--- src/rtl/vga_pkg.sv ---
// Shared VGA constants, framebuffer geometry, pixel type and arbiter state encoding.
package vga_pkg;
  localparam int H_DISPLAY = 640;
  localparam int H_FRONT   = 16;
  localparam int H_SYNC    = 96;
  localparam int H_BACK    = 48;
  localparam int H_TOTAL   = H_DISPLAY + H_FRONT + H_SYNC + H_BACK;

  localparam int V_DISPLAY = 480;
  localparam int V_FRONT   = 10;
  localparam int V_SYNC    = 2;
  localparam int V_BACK    = 33;
  localparam int V_TOTAL   = V_DISPLAY + V_FRONT + V_SYNC + V_BACK;

  localparam int ADDR_W       = 19;
  localparam int FB_WORDS_INT = H_DISPLAY * V_DISPLAY;
  localparam logic [ADDR_W-1:0] FB_WORDS = ADDR_W'(FB_WORDS_INT);

  typedef logic [2:0] rgb_t;

  typedef enum logic [1:0] {
    ST_IDLE  = 2'd0,
    ST_FETCH = 2'd1,
    ST_WRITE = 2'd2
  } arb_state_t;
endpackage

--- src/rtl/vga_pix_fifo.sv ---
// Synchronous pixel prefetch FIFO with flush; head word is visible combinationally.
module vga_pix_fifo
  import vga_pkg::*;
#(
  parameter int DEPTH = 16
) (
  input  logic                     clk,
  input  logic                     rst_n,
  input  logic                     flush,
  input  logic                     push,
  input  rgb_t                     wdata,
  input  logic                     pop,
  output rgb_t                     rdata,
  output logic [$clog2(DEPTH):0]   count,
  output logic                     empty,
  output logic                     full
);
  localparam int PW = $clog2(DEPTH);
  localparam int CW = PW + 1;

  rgb_t            mem_q [DEPTH];
  logic [PW-1:0]   wr_ptr_q, wr_ptr_d;
  logic [PW-1:0]   rd_ptr_q, rd_ptr_d;
  logic [CW-1:0]   count_q, count_d;
  logic            do_push, do_pop;

  assign empty   = (count_q == '0);
  assign full    = (count_q == CW'(DEPTH));
  assign count   = count_q;
  assign rdata   = empty ? '0 : mem_q[rd_ptr_q];
  assign do_push = push && !full && !flush;
  assign do_pop  = pop && !empty && !flush;

  always_comb begin
    wr_ptr_d = wr_ptr_q;
    rd_ptr_d = rd_ptr_q;
    count_d  = count_q;
    if (flush) begin
      wr_ptr_d = '0;
      rd_ptr_d = '0;
      count_d  = '0;
    end else begin
      if (do_push) wr_ptr_d = wr_ptr_q + PW'(1);
      if (do_pop)  rd_ptr_d = rd_ptr_q + PW'(1);
      count_d = count_q + CW'(do_push) - CW'(do_pop);
    end
  end

  always_ff @(posedge clk or negedge rst_n) begin
    if (!rst_n) begin
      wr_ptr_q <= '0;
      rd_ptr_q <= '0;
      count_q  <= '0;
    end else begin
      wr_ptr_q <= wr_ptr_d;
      rd_ptr_q <= rd_ptr_d;
      count_q  <= count_d;
    end
  end

  // Storage needs no reset: count gates every read of it.
  always_ff @(posedge clk) begin
    if (do_push) mem_q[wr_ptr_q] <= wdata;
  end
endmodule

--- src/rtl/vga_fb_arbiter.sv ---
// Single-port framebuffer arbiter: scanout prefetch vs. draw writes.
// Optional FB_UNDERFLOW_CNT_EN adds a saturating underflow_cnt output.
//
//   state    | meaning (op on mem_* in the cycle after the decision)
//   ST_IDLE  | no access, mem_en = 0
//   ST_FETCH | scanout read at fetch_addr
//   ST_WRITE | draw write (acked; dropped on the bus if address out of range)
module vga_fb_arbiter
  import vga_pkg::*;
#(
  parameter int FIFO_DEPTH = 16,
  parameter int LOW_WM     = 4
) (
  input  logic              clk,
  input  logic              rst_n,
  input  logic              frame_start,
  input  logic              pix_pop,
  output logic [2:0]        pix_rgb,
  output logic              pix_valid,
  output logic              underflow,
  input  logic              wr_req,
  input  logic [ADDR_W-1:0] wr_addr,
  input  logic [2:0]        wr_rgb,
  output logic              wr_ack,
  output logic              mem_en,
  output logic              mem_we,
  output logic [ADDR_W-1:0] mem_addr,
  output logic [2:0]        mem_wdata,
  input  logic [2:0]        mem_rdata
`ifdef FB_UNDERFLOW_CNT_EN
  ,
  output logic [15:0]       underflow_cnt
`endif
);
  localparam int CW = $clog2(FIFO_DEPTH) + 1;
  localparam int OW = CW + 1;
  localparam logic [OW-1:0] DEPTH_O = OW'(FIFO_DEPTH);
  localparam logic [OW-1:0] LOW_O   = OW'(LOW_WM);

  arb_state_t        state_q, state_d;
  logic [ADDR_W-1:0] fetch_addr_q, fetch_addr_d;
  logic              rd_ret_q, rd_ret_d;
  logic              mem_en_q, mem_en_d;
  logic              mem_we_q, mem_we_d;
  logic [ADDR_W-1:0] mem_addr_q, mem_addr_d;
  rgb_t              mem_wdata_q, mem_wdata_d;
  logic              wr_ack_q, wr_ack_d;

  logic [CW-1:0]     fifo_count;
  logic              fifo_empty, fifo_full, fifo_push;
  rgb_t              fifo_rdata;
  logic              rd_issue;
  logic [OW-1:0]     occ;
  logic              room, more, low, wr_in_range;

  // A read on the bus now, and one whose data returns now, both hold a slot.
  assign rd_issue    = (state_q == ST_FETCH);
  assign occ         = OW'(fifo_count) + OW'(rd_issue) + OW'(rd_ret_q);
  assign room        = (occ < DEPTH_O) && !fifo_full;
  assign more        = (fetch_addr_q < FB_WORDS);
  assign low         = (occ < LOW_O);
  assign wr_in_range = (wr_addr < FB_WORDS);
  assign fifo_push   = rd_ret_q && !frame_start;

  always_comb begin
    state_d      = ST_IDLE;
    fetch_addr_d = fetch_addr_q;
    rd_ret_d     = rd_issue && !frame_start;
    mem_en_d     = 1'b0;
    mem_we_d     = 1'b0;
    mem_addr_d   = '0;
    mem_wdata_d  = '0;
    wr_ack_d     = 1'b0;
    if (frame_start) begin
      fetch_addr_d = '0;
    end else if (more && room && (low || !wr_req)) begin
      state_d      = ST_FETCH;
      fetch_addr_d = fetch_addr_q + ADDR_W'(1);
      mem_en_d     = 1'b1;
      mem_addr_d   = fetch_addr_q;
    end else if (wr_req && !(more && low) && !wr_ack_q) begin
      state_d  = ST_WRITE;
      wr_ack_d = 1'b1;
      if (wr_in_range) begin
        mem_en_d    = 1'b1;
        mem_we_d    = 1'b1;
        mem_addr_d  = wr_addr;
        mem_wdata_d = wr_rgb;
      end
    end
  end

  always_ff @(posedge clk or negedge rst_n) begin
    if (!rst_n) begin
      state_q      <= ST_IDLE;
      fetch_addr_q <= '0;
      rd_ret_q     <= 1'b0;
      mem_en_q     <= 1'b0;
      mem_we_q     <= 1'b0;
      mem_addr_q   <= '0;
      mem_wdata_q  <= '0;
      wr_ack_q     <= 1'b0;
    end else begin
      state_q      <= state_d;
      fetch_addr_q <= fetch_addr_d;
      rd_ret_q     <= rd_ret_d;
      mem_en_q     <= mem_en_d;
      mem_we_q     <= mem_we_d;
      mem_addr_q   <= mem_addr_d;
      mem_wdata_q  <= mem_wdata_d;
      wr_ack_q     <= wr_ack_d;
    end
  end

  vga_pix_fifo #(.DEPTH(FIFO_DEPTH)) u_fifo (
    .clk   (clk),
    .rst_n (rst_n),
    .flush (frame_start),
    .push  (fifo_push),
    .wdata (mem_rdata),
    .pop   (pix_pop),
    .rdata (fifo_rdata),
    .count (fifo_count),
    .empty (fifo_empty),
    .full  (fifo_full)
  );

  assign pix_rgb   = fifo_rdata;
  assign pix_valid = !fifo_empty;
  assign underflow = pix_pop && fifo_empty;
  assign wr_ack    = wr_ack_q;
  assign mem_en    = mem_en_q;
  assign mem_we    = mem_we_q;
  assign mem_addr  = mem_addr_q;
  assign mem_wdata = mem_wdata_q;

`ifdef FB_UNDERFLOW_CNT_EN
  logic [15:0] ucnt_q, ucnt_d;

  always_comb begin
    ucnt_d = ucnt_q;
    if (underflow && (ucnt_q != 16'hFFFF)) ucnt_d = ucnt_q + 16'd1;
  end

  always_ff @(posedge clk or negedge rst_n) begin
    if (!rst_n) ucnt_q <= '0;
    else        ucnt_q <= ucnt_d;
  end

  assign underflow_cnt = ucnt_q;
`endif
endmodule

--- config.mk ---
export PLATFORM = sky130hd
export DESIGN_NAME = vga_fb_arbiter
export DESIGN_NICKNAME = d
export VERILOG_FILES = /design/src/rtl/vga_pkg.sv /design/src/rtl/vga_pix_fifo.sv /design/src/rtl/vga_fb_arbiter.sv
export SDC_FILE = /design/constraint.sdc
export NUM_CORES = 1
export LEC_CHECK = 0
export BUFFER_PORTS_ARGS = -buffer_cell sky130_fd_sc_hd__buf_2
export CORE_MARGIN = 3
export CORE_UTILIZATION = 35
export CTS_BUF_LIST = sky130_fd_sc_hd__clkbuf_16
export CTS_CLUSTER_SIZE = 25
export DETAILED_ROUTE_END_ITERATION = 10
export PLACE_DENSITY = 0.61
export SLEW_MARGIN = 20
export SYNTH_ARGS = -nofsm -noshare
export SYNTH_HDL_FRONTEND = slang
export SYNTH_HIERARCHICAL = 1
export SYNTH_SLANG_ARGS = --single-unit
--- constraint.sdc ---
create_clock -name clk -period 3.8 [get_ports clk]
set_input_delay 0.19 -clock clk [delete_from_list [all_inputs] [get_ports clk]]
set_output_delay 0.19 -clock clk [all_outputs]
set_load 0.03 [all_outputs]
Word level (Yosys, flattened, before mapping) --
Memory sizes are Yosys's and may differ from the RTL's. Index checks and enable logic that the tools add are counted.
Word-level totals: flip-flop bits (word level) 60, memory bits (writable) 48, input bits 30, output and inout port bits 30, logic and storage cells 79, memories 1
Memories:
- u_fifo.mem_q | depth 16, width 3, read ports 1, clocked after Yosys merged registers in 0, wr ports 1, line vga_pix_fifo.sv:21 | rgb_t mem_q [DEPTH];
Operators by class: add/subtract/negate cells 7, order comparisons 4, equality and inequality tests 2, multiplexer cells 30, reductions and logical operators 24
Operators by type and width (count):
- $mux W19 | 6
- $lt A19 B19 Y1 const B | 2
- $add A19 B1 Y19 const B | 1
- $mux W4 | 4
- $mux W3 | 5
- $logic_and A1 B1 Y1 | 13
- $mux W1 | 11
- $add A4 B1 Y4 const B | 2
- $add A5 B1 Y6 | 1
- $add A6 B1 Y6 | 1
- $logic_not A1 Y1 | 6
- $lt A6 B3 Y1 const B | 1
- $lt A6 B5 Y1 const B | 1
- $mux W2 | 3
- $reduce_bool A2 Y1 | 3
- $add A5 B1 Y5 | 1
- $eq A5 B5 Y1 const B | 1
- $logic_not A5 Y1 | 1
- $mux W5 | 1
- $sub A5 B1 Y5 | 1
- $eq A2 B1 Y1 const B | 1
- $logic_or A1 B1 Y1 | 1

Longest topological paths before layout --
Gate-level depths: netlist of run 1.
depth in word-level cells 11, depth in mapped cells 15, mapped depth without buffers 15

Modules after synthesis --
The synthesis of run 1 kept the hierarchy.
By module, submodules not included:
- vga_pix_fifo | times used 1, cells each 179, area an instance 2737.6 µm²
- vga_fb_arbiter | times used 1, cells each 181, area an instance 2019.4 µm²

Worst setup path after synthesis of run 1 --
No wires, ideal clock.
path type register to register, start point register u_fifo.count_q[3] (netlist: u_fifo/count[3]), end point register u_fifo.count_q[4] (netlist: u_fifo/count[4]), arrival time 2.876 ns, path slack 0.836 ns, cell stages (with the launch flop) 16, path buffers 1, path through dfrtp_1 inv_1 ha_1 or4b_2 clkbuf_1 nand2_1 nor2_1 ha_1 inv_1 ha_1 inv_1 fa_1 nor2b_1 o21bai_1 nand3_1 nor3b_1
On the way: cells in the longest elaborated chain, start to end 7, elaborated cells on any way between the ends 11
RTL lines:
- start: declaration | line vga_pix_fifo.sv:24 | logic [CW-1:0] count_q, count_d;
- start signal: assignment | line vga_pix_fifo.sv:57 | count_q <= count_d;
- $eq A5 B5 Y1 | line vga_pix_fifo.sv:28 | assign full = (count_q == CW'(DEPTH));
- $logic_not A1 Y1 | line vga_pix_fifo.sv:31 | assign do_push = push && !full && !flush;
- $logic_and A1 B1 Y1 (2 in series) | line vga_pix_fifo.sv:31
- $add A5 B1 Y5 | line vga_pix_fifo.sv:45 | count_d = count_q + CW'(do_push) - CW'(do_pop);
- $sub A5 B1 Y5 * | line vga_pix_fifo.sv:45
- $mux W5 * | line vga_pix_fifo.sv:38 | if (flush) begin
- net u_fifo.count_d[4] | line vga_pix_fifo.sv:24
Mark *: on every way through the listed nets, which the timed path passes. The rest lies on a longest branch. A chain may end at the register's enable or synchronous reset.

Worst setup path after layout of run 1 --
Ends and elaborated chain as after synthesis.

==> results.toml, run 1 <==
[clock_tree]
post_cts_resized = 0
postCtsSetupBuffers = 0
cts.sinks = 107
path_clk_slew_ns = 0.07
cts_hold_buf = 0
cts_tree = "yes"
numCtsBuffers = 9
clk_latency_ns = 0.35
cts_buffer_depth = 2
cts.htree.levels = 3
cts_root_buf = "clkbuf_16"

[route]
wl_met1_mm = 4.599
drtPass1Iterations = 5
via_per_inst = 5.104
met2_wirelength_mm = 4.589
routed_wl_mm = 9.764
vias = 3032
drt_iter0_drc = 218
routedWlPerCell_um = 16.44
route.top_layer_used = "met4"
ant_nets = 0
wl_met3_um = 434
drc = 0

[power_and_ir_drop]
powerDensity_nw_per_um2 = 564.1
power.leakage_nw = 2.273
max-vdd-ir-drop_v = 0.0002979

[critical_path]
crit_type = "reg -> reg"
cpPeakStageDelay_ns = 0.71
required_ns = 4.01
critPathLaunchType = "flip-flop"
path_max_fanout = 7
crit_chain = "inv_1, ha_1, or4b_2, nand2_1, nor2_1, ha_1, inv_1, ha_1, inv_1, fa_1, nor2b_1, o21bai_1, a21oi_1, nor3b_1"
critPathCaptureType = "flip-flop"
slowest_stage = "or4b_2"
cp.arrival_ns = 3.47

[status]
outcome = "finished with violations"
violations = "hold timing"

[grt]
gr-total-overflow = 0
antenna_found_initial = 0
grt_pass1_vias = 3007
grt_pass1_wl_mm = 15.73
track_usage_pct = 13.63
grt_max_degree = 60

[synthesis]
async_flop_share_pct = 55.14
yosys_most_used_dff = "dfrtp_1"
synth.avg_cell_area_um2 = 13.21
synth_cells = 360
ys_ff_latch = 107
syn_nets = 404
yosys_warnings = 6
synth_cell_type_count = 51
netlist_area_um2 = 4757
ys_seq_area_share_pct = 61.34
synth_edf_count = 48

[timing]
rsz0062_at_grt = "false"
period_needed_ns = 3.258
timing.hold.ws_ns = -0.01350
worst-slew-pin-transition_ns = 0.8668
hold_viol = 20
skew_ns = 0.007726
drv_slew = 0
setup_viol = 0
tns_ns = 0
maxSlewHeadroom_pct = 42.22
finalCritPeriodShare_pct = 85.74
fmax_ghz = 0.3069

[finish]
final_nets = 461
drive_gt1_share_pct = 22.75
num_antenna_cells = 0
post-route-util_pct = 42.39
area_growth_syn_to_layout_pct = 15.20

[place]
gp_congestion = 0.8035
dp_hpwl_mm = 6.840
io_buffers = 59

[floorplan]
rows = 41
die_h_um = 122.6
dieWidth_um = 122.6
fp.coreArea_um2 = 12930
start_util_pct = 36.80
io_pins = 60
dieArea_um2 = 15030

[hold_path]
hold_path.class = "in -> async"

[run]
maxCapViolations = 0
[registers in the layout (all words and copies together) (netlist names)]
name,cells
rd_ret_q,1
mem_we,1
fetch_addr_q,19
u_fifo/rd_ptr_q,4
u_fifo/mem_q,48
u_fifo/wr_ptr_q,4
mem_en,1
mem_wdata,3
state_q,2
u_fifo/count,5
mem_addr,19
[cells by family after synthesis]
| family | share of synthesized area, % |
|---|---|
| AOI/OAI and AO/OA | 9.180 |
| xor gates and xnor gates | 1.841 |
| adders and majority gates | 3.840 |
| buffers and inverters | 3.340 |
| DFF | 61.34 |
| muxes | 7.917 |
| and+or+nand+nor | 12.55 |
[metrics by stage]
stage / total power [W] / hold WS [ns] / instance area, um2 / std cells / setup WS (ns)
4_1_cts: 0.003125 / 0.02186 / 5480 / 594 / 0.5523
5_1_grt: 0.003251 / 0.05111 / 5480 / 594 / 0.3152
3_3_place_gp: 0.002223 / 0.3927 / 5202 / 578 / 0.7292
2_1_floorplan: 0.002040 / -0.1056 / 4757 / 360 / 0.8360
3_5_place_dp: 0.002240 / 0.3992 / 5202 / 578 / 0.5830
6_report: 0.003092 / -0.01350 / 5480 / 594 / 0.5418
[worst max-delay path: cells and delay by family, from the launching register on]
family / cells / cell delay [ns]
buf+inv: 3 / 0.21
compound gates: 2 / 0.28
fa+ha+maj: 4 / 1.00
simple gates: 5 / 1.21
flops: 1 / 0.43
[cells in the final DEF, fill, tap and decap left out, types with 2 or more instances in the layout]
cell and n:
xnor2_1 3, or2_2 3, dfrtp_1 59, inv_1 21
nor3_1 8, nor2_1 30, clkinv_1 2, o31ai_1 6
mux4_1 2, nor2b_1 5, and2_1 8, and3_1 2
mux2i_1 2, buf_2 59, o21ai_0 8, nand2_1 18
ha_1 13, edfxtp_1 48, a22o_1 17, buf_4 3
a21o_1 3, nand3_1 10, nand2b_1 4, mux4_2 13
or3_1 7, clkbuf_16 9, a21oi_1 18, nand4_1 5
inv_2 2, or4_1 6, xor2_1 7
[metal layers]
metal / vias up / GRT usage [%]
li1: 1441 / -
met5: - / 0
met1: 1516 / 19.49
met3: 9 / 3.041
met2: 66 / 20.51
met4: 0 / 4.829
[Yosys cell counts, types with 2 or more instances]
master | count | area share [%]
mux4_1 | 2 | 1.1
nand2_1 | 18 | 1.4
ha_1 | 13 | 3.4
a21oi_1 | 18 | 1.9
o31ai_1 | 6 | 0.95
and2_1 | 8 | 1.1
nand3_1 | 10 | 1.1
edfxtp_1 | 48 | 30
or4_1 | 6 | 0.95
mux2i_1 | 2 | 0.42
inv_1 | 19 | 1.5
nor2_1 | 30 | 2.4
and3_1 | 2 | 0.26
xor2_1 | 7 | 1.3
clkbuf_1 | 11 | 0.87
or3_1 | 7 | 0.92
mux4_2 | 13 | 6.2
buf_6 | 2 | 0.47
nand4_1 | 5 | 0.66
o21ai_0 | 8 | 0.84
dfrtp_1 | 59 | 31
a22o_1 | 17 | 3.1
a21o_1 | 3 | 0.47
or2_2 | 3 | 0.39
xnor2_1 | 3 | 0.55
nor3_1 | 8 | 0.84
nor2b_1 | 5 | 0.66
nand2b_1 | 4 | 0.53
[power by group]
group | total (W) | internal, W | switching [W] | leakage [nW]
Combinational | 0.000815 | 0.000328 | 0.000487 | 0.884
Sequential | 0.00140 | 0.00129 | 0.000111 | 1.24
Clock | 0.000879 | 0.000498 | 0.000382 | 0.147
[final timing paths]
| check | from | to | slack, ns | cells past startpoint |
|---|---|---|---|---|
| worst max-delay path | u_fifo/count[3] | u_fifo/count[4] | 0.54 | 14 |
| worst min-delay path | rst_n | mem_addr[10] | -0.01 | 2 |
| worst max register to register | u_fifo/count[3] | u_fifo/count[4] | 0.54 | 14 |
| worst min register to register | state_q[0] | rd_ret_q | 0.50 | 1 |
| max in group asynchronous | rst_n | u_fifo/wr_ptr_q[3] | 3.32 | 2 |
| min in group clk | wr_rgb[2] | mem_wdata[2] | 0.05 | 2 |
[layout make-up]
type	instances	area [um2]
clock buffers	9	225.2
flip-flops and latches	107	2918
well taps	172	215.2
repair buffers	62	317.8
inverters	19	71.32
fillers	1210	7447
multi-input cells	218	1680
clock inverters	7	52.55
(Power assumes the default switching activity.)
==> run 2: changes to the inputs <==
--- a/config.mk
+++ b/config.mk
@@ -13,4 +13,5 @@
 export DETAILED_ROUTE_END_ITERATION = 10
 export PLACE_DENSITY = 0.61
+export REMOVE_ABC_BUFFERS = 1
 export SLEW_MARGIN = 20
 export SYNTH_ARGS = -nofsm -noshare
==> constraint.sdc (replaced) <==
create_clock -name clk -period 3.8 [get_ports clk]
set_input_delay 0.38 -clock clk [delete_from_list [all_inputs] [get_ports clk]]
set_output_delay 0.38 -clock clk [all_outputs]
set_load 0.03 [all_outputs]
==> run 2 against run 1 <==
The flow now finishes without violations. Global-route usage hardly changed. Utilization hardly changed. Count of clock-buffer cells in the layout stayed put. Critical path type unchanged. Largest cell class unchanged. Largest power group unchanged.
==> results.toml, run 2 (synthesis results as in run 1) <==
[place]
dp_hpwl_mm = 7.106
io_buffers = 59
gp_congestion = 0.7836
dp.cells = 579

[timing]
tns_ns = 0
period_needed_ns = 3.197
drv_slew = 0
finalCritPeriodShare_pct = 84.13
maxSlewHeadroom_pct = 43.00
skew_ns = 0.008098
setup_viol = 0
hold_viol = 0
fmax_ghz = 0.3128
worst-slew-pin-transition_ns = 0.8541
rsz0062_at_grt = "false"

[clock_tree]
cts_root_buf = "clkbuf_16"
path_clk_slew_ns = 0.07
clk_latency_ns = 0.34
numCtsBuffers = 9
cts_hold_buf = 0
cts_tree = "yes"
cts.sinks = 107
post_cts_resized = 0
cts.htree.levels = 3
postCtsSetupBuffers = 0
cts_buffer_depth = 2

[grt]
antenna_found_initial = 0
grt_pass1_vias = 3002
grt_pass1_wl_mm = 15.86
gr-total-overflow = 0
grt_max_degree = 38
track_usage_pct = 13.66

[finish]
final_cell_mix = "dfrtp_1 (59), buf_2 (59), edfxtp_1 (48)"
largest_reg_flops = 48
drive_gt1_share_pct = 23.40
final-seq-area_um2 = 2918
final_nets = 462
num_antenna_cells = 0
n_fill_cell = 1194
area_growth_syn_to_layout_pct = 15.15
regMostFlops = "u_fifo/mem_q"
multi_input_area_um2 = 1680
instances_no_fill = 595

[power_and_ir_drop]
power.leakage_nw = 2.258
p_switching_w = 0.001000
switching_share_pct = 32.66
p_clk_share_pct = 27.6
max-vdd-ir-drop_v = 0.0002587
powerDensity_nw_per_um2 = 559.1
seqPwrFrac_pct = 45.4
pwr-share-comb_pct = 26.9
power.internal_w = 0.002062

[route]
drtPass1Iterations = 4
routed_wl_mm = 9.771
ant_nets = 0
via_per_inst = 5.118
routedWlPerCell_um = 16.42
drc = 0
drt_iter0_drc = 235
vias = 3045

[critical_path]
cp.arrival_ns = 3.45
cp_num_buf_inv = 3
crit_chain = "inv_1, ha_1, or4b_2, nand2_1, nor2_1, ha_1, inv_1, ha_1, inv_1, fa_1, nor2b_1, o21bai_1, nand3_1, nor3b_1"
cpPeakStageDelay_ns = 0.69
crit_type = "reg -> reg"
path_delay_family = "simple AND/OR/NAND/NOR gates"
critPathLaunchType = "flip-flop"
path_max_fanout = 7
slowest_stage = "or4b_2"
r2r_setup_slack_ns = 0.60
crit_start = "u_fifo/count[3]"
required_ns = 4.06
worstReg2RegStart = "u_fifo/count[3]"
critPathCaptureType = "flip-flop"

[floorplan]
io_pins = 60
fp.coreArea_um2 = 12930
die_h_um = 122.6
dieArea_um2 = 15030
rows = 41
dieWidth_um = 122.6
start_util_pct = 36.80

[hold_path]
hold_path.class = "in -> async"

[run]
maxCapViolations = 0

[status]
outcome = "finished, final reports clean"
==> run 2: layout make-up <==
class / instances / share of cell area (%)
Clock buffer: 9 / 4.111
Clock inverter: 7 / 0.7766
Inverter: 19 / 1.302
Multi-Input combinational cell: 218 / 30.68
Sequential cell: 107 / 53.27
Tap cell: 172 / 3.929
Timing Repair Buffer: 63 / 5.939
==> run 2: worst register-to-register path, stage by stage (launching register included) <==
cell,delay (ns)
dfrtp_1,0.43
inv_1,0.10
ha_1,0.16
or4b_2,0.69
nand2_1,0.21
nor2_1,0.07
ha_1,0.30
inv_1,0.05
ha_1,0.16
inv_1,0.06
fa_1,0.37
nor2b_1,0.16
o21bai_1,0.09
nand3_1,0.09
nor3b_1,0.16
==> run 2: path summary, 6_finish.rpt <==
check                      depth (start not counted)              end
max reg2reg                                       14  u_fifo/count[4]
max in group asynchronous                          2  u_fifo/count[0]
max                                               14  u_fifo/count[4]
min                                                1  fetch_addr_q[8]
min reg2reg                                        1         rd_ret_q
min in group clk                                   2     mem_wdata[1]
==> run 2: stage by stage <==
| step | instance area, um2 | total power [W] | utilization, % | setup WS [ns] | hold WS [ns] |
|---|---|---|---|---|---|
| finish | 5478 | 0.003063 | 42.37 | 0.6031 | 0.07542 |
| global route | 5478 | 0.003239 | 42.37 | 0.3377 | 0.1297 |
| CTS | 5478 | 0.003094 | 42.37 | 0.5992 | 0.1074 |
| detailed placement | 5210 | 0.002252 | 40.30 | 0.6181 | 0.4653 |
| global placement | 5210 | 0.002232 | 40.30 | 0.7025 | 0.4656 |
| floorplan | 4669 | 0.001977 | - | 0.8941 | 0.08441 |
==> run 2: per-layer routing <==
metal | global-route usage (%) | up-vias | part of all wire, %
met3 | 2.949 | 11 | 3.5
met1 | 19.08 | 1535 | 46
met2 | 21.33 | 57 | 49
li1 | - | 1442 | -
met4 | 4.479 | 0 | 1.5
met5 | 0 | - | 0
==> run 2: power by group through the flow <==
stage / Combinational, W / Sequential [W] / Clock, W
2_1_floorplan: 0.000526 / 0.00145 / 0
3_3_place_gp: 0.000816 / 0.00142 / 0
3_5_place_dp: 0.000833 / 0.00142 / 0
4_1_cts: 0.000834 / 0.00140 / 0.000864
5_1_grt: 0.000913 / 0.00141 / 0.000915
6_report: 0.000825 / 0.00139 / 0.000847
